[config.mk]
export PLATFORM = sky130hd
export DESIGN_NAME = inst_queue
export DESIGN_NICKNAME = d
export VERILOG_FILES = /design/src/rtl/inst_queue.sv
export SDC_FILE = /design/constraint.sdc
export NUM_CORES = 1
export LEC_CHECK = 0
export CAP_MARGIN = 20
export CORE_ASPECT_RATIO = 1.4
export CORE_UTILIZATION = 59
export DETAILED_ROUTE_END_ITERATION = 10
export GPL_ROUTABILITY_DRIVEN = 0
export PLACE_DENSITY = 0.81
export SLEW_MARGIN = 20
export SYNTH_ARGS = -nofsm -noshare
export SYNTH_HDL_FRONTEND = slang
export SYNTH_SLANG_ARGS = --single-unit
export TNS_END_PERCENT = 30
[constraint.sdc]
create_clock -name clk -period 6.7 [get_ports clk]
set_input_delay 0.67 -clock clk [delete_from_list [all_inputs] [get_ports clk]]
set_output_delay 0.67 -clock clk [all_outputs]
set_load 0.03 [all_outputs]
[src/rtl/inst_queue.sv]
// 4-entry instruction queue between IF and ID, carrying the branch prediction info and a delay-slot
// flag for the head. Define INST_QUEUE_BYPASS_EN to let a push into an empty queue reach ID in the same cycle.

`ifndef GHR_BUS
`define GHR_BUS 7:0
`endif
`ifndef ADDR_BUS
`define ADDR_BUS 31:0
`endif
`ifndef INST_BUS
`define INST_BUS 31:0
`endif

module inst_queue (
    input  logic            clk,
    input  logic            rst,
    input  logic            flush,
    input  logic            push_valid,
    output logic            push_ready,
    input  logic            is_branch_taken_in,
    input  logic [`GHR_BUS]  pht_index_in,
    input  logic [`ADDR_BUS] pc_in,
    input  logic [`INST_BUS] inst_in,
    output logic            pop_valid,
    input  logic            pop_ready,
    output logic            is_branch_taken_out,
    output logic [`GHR_BUS]  pht_index_out,
    output logic [`ADDR_BUS] pc_out,
    output logic [`INST_BUS] inst_out,
    input  logic            is_next_delayslot,
    output logic            is_current_delayslot
);

    typedef struct packed {
        logic            br;
        logic [`GHR_BUS]  pht;
        logic [`ADDR_BUS] pc;
        logic [`INST_BUS] inst;
    } entry_t;

    entry_t [3:0] mem_q, mem_d;
    logic   [1:0] rd_ptr_q, rd_ptr_d;
    logic   [1:0] wr_ptr_q, wr_ptr_d;
    logic   [2:0] count_q, count_d;
    logic         ds_q, ds_d;

    entry_t push_entry;
    entry_t head;
    logic   empty;
    logic   full;
    logic   bypass;
    logic   bypass_consume;
    logic   do_push;
    logic   do_pop;
    logic   wr_en;
    logic   rd_en;

    always_comb begin
        push_entry = '{br: is_branch_taken_in, pht: pht_index_in, pc: pc_in, inst: inst_in};
        empty      = (count_q == 3'd0);
        full       = (count_q == 3'd4);
`ifdef INST_QUEUE_BYPASS_EN
        bypass     = empty && push_valid && !flush;
`else
        bypass     = 1'b0;
`endif
        push_ready = !full;
        pop_valid  = !empty || bypass;
        if (bypass) begin
            head = push_entry;
        end else if (empty) begin
            head = '0;
        end else begin
            head = mem_q[rd_ptr_q];
        end
        do_push        = push_valid && push_ready;
        do_pop         = pop_valid && pop_ready;
        // A bypassed entry consumed the same cycle never touches storage.
        bypass_consume = bypass && pop_ready;
        wr_en          = do_push && !bypass_consume;
        rd_en          = do_pop && !bypass_consume;
    end

    always_comb begin
        is_branch_taken_out  = head.br;
        pht_index_out        = head.pht;
        pc_out               = head.pc;
        inst_out             = head.inst;
        is_current_delayslot = ds_q && pop_valid;
    end

    always_comb begin
        mem_d    = mem_q;
        rd_ptr_d = rd_ptr_q;
        wr_ptr_d = wr_ptr_q;
        count_d  = count_q;
        ds_d     = ds_q;
        if (flush) begin
            rd_ptr_d = 2'd0;
            wr_ptr_d = 2'd0;
            count_d  = 3'd0;
            ds_d     = 1'b0;
        end else begin
            if (wr_en) begin
                mem_d[wr_ptr_q] = push_entry;
                wr_ptr_d        = wr_ptr_q + 2'd1;
            end
            if (rd_en) begin
                rd_ptr_d = rd_ptr_q + 2'd1;
            end
            if (wr_en && !rd_en) begin
                count_d = count_q + 3'd1;
            end else if (rd_en && !wr_en) begin
                count_d = count_q - 3'd1;
            end
            if (do_pop) begin
                ds_d = is_next_delayslot;
            end
        end
    end

    always_ff @(posedge clk) begin
        if (rst) begin
            rd_ptr_q <= 2'd0;
            wr_ptr_q <= 2'd0;
            count_q  <= 3'd0;
            ds_q     <= 1'b0;
        end else begin
            rd_ptr_q <= rd_ptr_d;
            wr_ptr_q <= wr_ptr_d;
            count_q  <= count_d;
            ds_q     <= ds_d;
        end
    end

    // Storage is not reset; contents are unreachable while the queue is empty.
    always_ff @(posedge clk) begin
        if (!rst) begin
            mem_q <= mem_d;
        end
    end

endmodule

Word level (Yosys, flattened, before mapping)
Cells that the tools add are included.
Word-level totals
  input bits: 79
  register bits: 300
  output and inout port bits: 76
Cells by class
  bitwise logic cells: 2
  equality and inequality tests: 1
  add/sub/neg operators: 4
  reductions and logical operators: 14
  multiplexer cells: 8
  order comparisons: 3
Operators with widths (count)
  bitwise mux 292 bit: 1
  two-way mux 73 bit: 3
  binary-select mux 73 bit (select 2 bit): 1
  demux 73 bit (select 2 bit): 1
  logical AND 1 bit: 6
  less-than comparator 2 x 3 -> 1 bit, second input constant: 2
  two-way mux 3 bit: 2
  adder 2 x 1 -> 2 bit, second input constant: 2
  zero test 1 bit: 4
  adder 3 x 1 -> 3 bit, second input constant: 1
  equality test 3 bit, second input constant: 1
  zero test 3 bit: 1
  AND reduction 3 bit: 1
  subtractor 3 x 1 -> 3 bit, second input constant: 1
  >= comparator 2 x 1 -> 1 bit, second input constant: 1
  NOT 1 bit: 2
  nonzero test 2 bit: 1
  OR reduction 2 bit: 1

Depth between registers and ports, before layout
  word-level depth: 7
  depth in mapped cells: 9

Worst setup path before layout
OpenSTA, ideal clock, no wires.
  path kind: input to register
  start point: in flush
  end point: reg mem_q[0] (netlist bit) (enable)
  slack: 3.476 ns
  data arrival time: 2.784 ns
  required time: 6.260 ns
  cell stages on the path: 2
  cell sequence: nor2_1 -> and3_1
Between the ends
  word-level cells in the longest chain between the ends: 2
Ends and longest elaborated chain
  start, declared: RTL line 17  | input logic flush,
  NOT 1 bit (no source line)
  AND reduction 3 bit (no source line)
  end signal, assigned: RTL line 139  | mem_q <= mem_d;
  end, declared: RTL line 41  | entry_t [3:0] mem_q, mem_d;
No other way between the ends.
A chain may end at the register's enable or synchronous reset.

Worst setup path after layout
  start point: reg rd_ptr_q[0]
  end point: out pht_index_out[0]
Between the ends
  word-level cells in the longest chain between the ends: 3
Ends and longest elaborated chain
  start, declared: RTL line 42  | logic [1:0] rd_ptr_q, rd_ptr_d;
  start signal, assigned: RTL line 129  | rd_ptr_q <= rd_ptr_d;
  binary-select mux 73 bit (select 2 bit): RTL line 74  | head = mem_q[rd_ptr_q];
  two-way mux 73 bit (not written as such): RTL line 74
  two-way mux 73 bit: RTL line 71  | end else if (empty) begin
  end, declared: RTL line 27  | output logic [`GHR_BUS] pht_index_out,
No other way between the ends. The select of a mux whose other input is x is not followed.

==> metrics <==
vias roughly 5500; combinational fraction of design power 12.6%; Post-CTS Hold Buffers 0; Compound-Gate Fraction of Synth Area 0.4246%; Worst setup EP type output port; Final Hold Vio Count 0; crit-path max FO 48; Max VDD drop 0.0002389 V; Synth Area in Simple Gates approximately 5.0%; Final Cell Area 14220 um2; crit start category flop; cts repair resizes 0; most frequent cells in the layout edfxtp_1, clkdlybuf4s50_1, and2_1; YS warnings 0; Mean Syn Cell Area 22.40 um2; critical path type reg2out; Final Setup Violations 0; HP Class reg2reg; Syn Nets 598; synthesized cell area roughly 11000 um2; Core Region 19140 um2; worst-margin pin slew ~1.1 ns; Worst-Skew Late Latency 0.52 ns; clock root buffer clkbuf_16; drc violations 0; outcome complete, no violations; setup TNS 0 ns; Sw Share 22.46%; Die Wd roughly 120 um; data arrival at the endpoint of the critical path ~3.5 ns; synthesized-area fraction occupied by xor and xnor cells 0.3048%; CTS tree built; vias in the first global route ~6000; Post CTS Setup Buffer Count 0; sequential cell area fraction in the yosys report between 70 and 80%; Sink Count 300; maximum root-to-sink buffer count 3; Slew HR 26.48%; Initial Util 60.03%; H-tree levels 1; Power Density 290.0 nW/um2; initial antenna violation count 1; leakage 4.481 nW; Worst EP required between 6 and 7 ns; largest net degree at the start of global routing 75; Non-Filler Instances 945; 1st-iter DRT viols slightly above 400; clk_skew about 0.0073 ns; final period utilization 62.33%; Placed Area 13230 um2; #FFs+latches synth 300; Synth Instances 513; die area 20050 um2; # rows 60; CTS Buf Count 27; post-DR vias/cell 5.776; GR Util All Layers 21.79%; Final ANT Viol Nets 0; share of cells above drive strength 1 18.68%; total I/O pin count about 160; DP Cell Count just under 900; largest family of logic cells by synthesized area multiplexers; Max Cap Violations 0; Flop pwr share 51.0%; Total Wirelength 21250 um; Unique masters post-synth 26; mux contribution to synthesized area 14.39%; Internal Power 3.197 mW; final net count 761; gr ovfl total 0; DP Wirelength 12030 um; Layout area overhead 23.70%; Final Max Tran Viols 0; Max Fclk 239.5 MHz; RSZ-0062 raised after global routing false; Clk pwr share between 30 and 40%; clock period minus worst slack between 4 and 5 ns; Reg clk slew, reported paths 0.06 ns; first-pass GRT wire length 32790 um; NetSw 926.1 uW; commonest non-fill, non-tap cell in the layout edfxtp_1; Buffers on Ports 154; die height 167.1 um; DRT Pass-1 Iters 6; Adder-Cell Fraction of Synth Area 0.7186%; post-detailed-route wirelength per cell 22.49 um
through the flow:
step / total power, mW / utilization (%) / hold slack, ns / worst slack [ns]
floorplan: 2.427 / - / 0.4353 / 3.476
global placement: 2.650 / 69.09 / 0.4482 / 2.964
detailed placement: 2.666 / 69.09 / 0.4877 / 2.926
CTS: 4.154 / 73.67 / 0.4946 / 2.372
global route: 4.251 / 74.26 / 0.5294 / 2.206
finish: 4.123 / 74.26 / 0.4993 / 2.524
critical path, cell delays in order (launching register included):
cell and delay (ns):
dfxtp_4 0.96, buf_4 0.63, mux4_2 0.60, and2_1 0.20, clkdlybuf4s50_1 0.59
power by group through the flow:
stage / clock network, mW / registers (mW) / logic, mW
after floorplan: 0 / 2.13 / 0.294
after global placement: 0 / 2.14 / 0.509
after detailed placement: 0 / 2.14 / 0.521
after CTS: 1.53 / 2.10 / 0.524
after global routing: 1.60 / 2.11 / 0.549
final: 1.50 / 2.10 / 0.521
sequential cells by signal, indices dropped and copies added (netlist names):
name / cells
mem_q: 292
count_q: 3
rd_ptr_q: 2
wr_ptr_q: 2
ds_q: 1
area by class of cell:
| cell class | count | area [um2] |
|---|---|---|
| diodes | 1 | 2.502 |
| multi-input cells | 184 | 2412 |
| clock inverters | 12 | 103.9 |
| inverters | 3 | 11.26 |
| flip-flops and latches | 300 | 8936 |
| clock buffers | 37 | 773.2 |
| well taps | 248 | 310.3 |
| fillers | 1140 | 4927 |
| repair buffers | 160 | 1667 |
per-layer routing:
layer  wire length, um  GRT usage (%)  vias to the layer above
met5                 0              0                        -
met1              8254          27.69                     2828
met4               527          8.207                        0
li1                  -              -                     2406
met2             11370          37.76                      180
met3              1097          3.610                       44
Yosys cell counts, drive strengths merged:
cell | number | share of area (%)
o31ai | 2 | 0.17
nand4 | 2 | 0.11
fa | 1 | 0.17
o311ai | 1 | 0.076
a21oi | 1 | 0.044
nand2 | 2 | 0.065
buf | 16 | 1.1
nor2 | 5 | 0.16
ha | 5 | 0.54
mux4 | 73 | 14
dfxtp | 8 | 1.4
or3b | 1 | 0.098
or2 | 1 | 0.054
nand3 | 1 | 0.044
inv | 3 | 0.098
o21ai | 3 | 0.13
clkbuf | 10 | 0.33
or3 | 2 | 0.11
and2 | 75 | 4.1
xor2 | 4 | 0.30
edfxtp | 292 | 76
mux2i | 1 | 0.087
and3 | 4 | 0.22
kinds of logic after synthesis:
group / after synthesis
buf+inv: 29
mux: 74
fa+ha+maj: 6
simple gates: 93
xor+xnor: 4
compound gates: 7
flops: 300
final timing paths:
check | slack (ns) | end | startpoint | depth (start not counted)
worst max-delay path | 2.52 | pht_index_out[0] | rd_ptr_q[0] | 4
worst min-delay path | 0.50 | ds_q | ds_q | 2
worst min register to register | 0.50 | ds_q | ds_q | 2
worst max register to register | 4.22 | count_q[2] | count_q[0] | 7
Note: power is estimated with default switching activity, not from simulation.
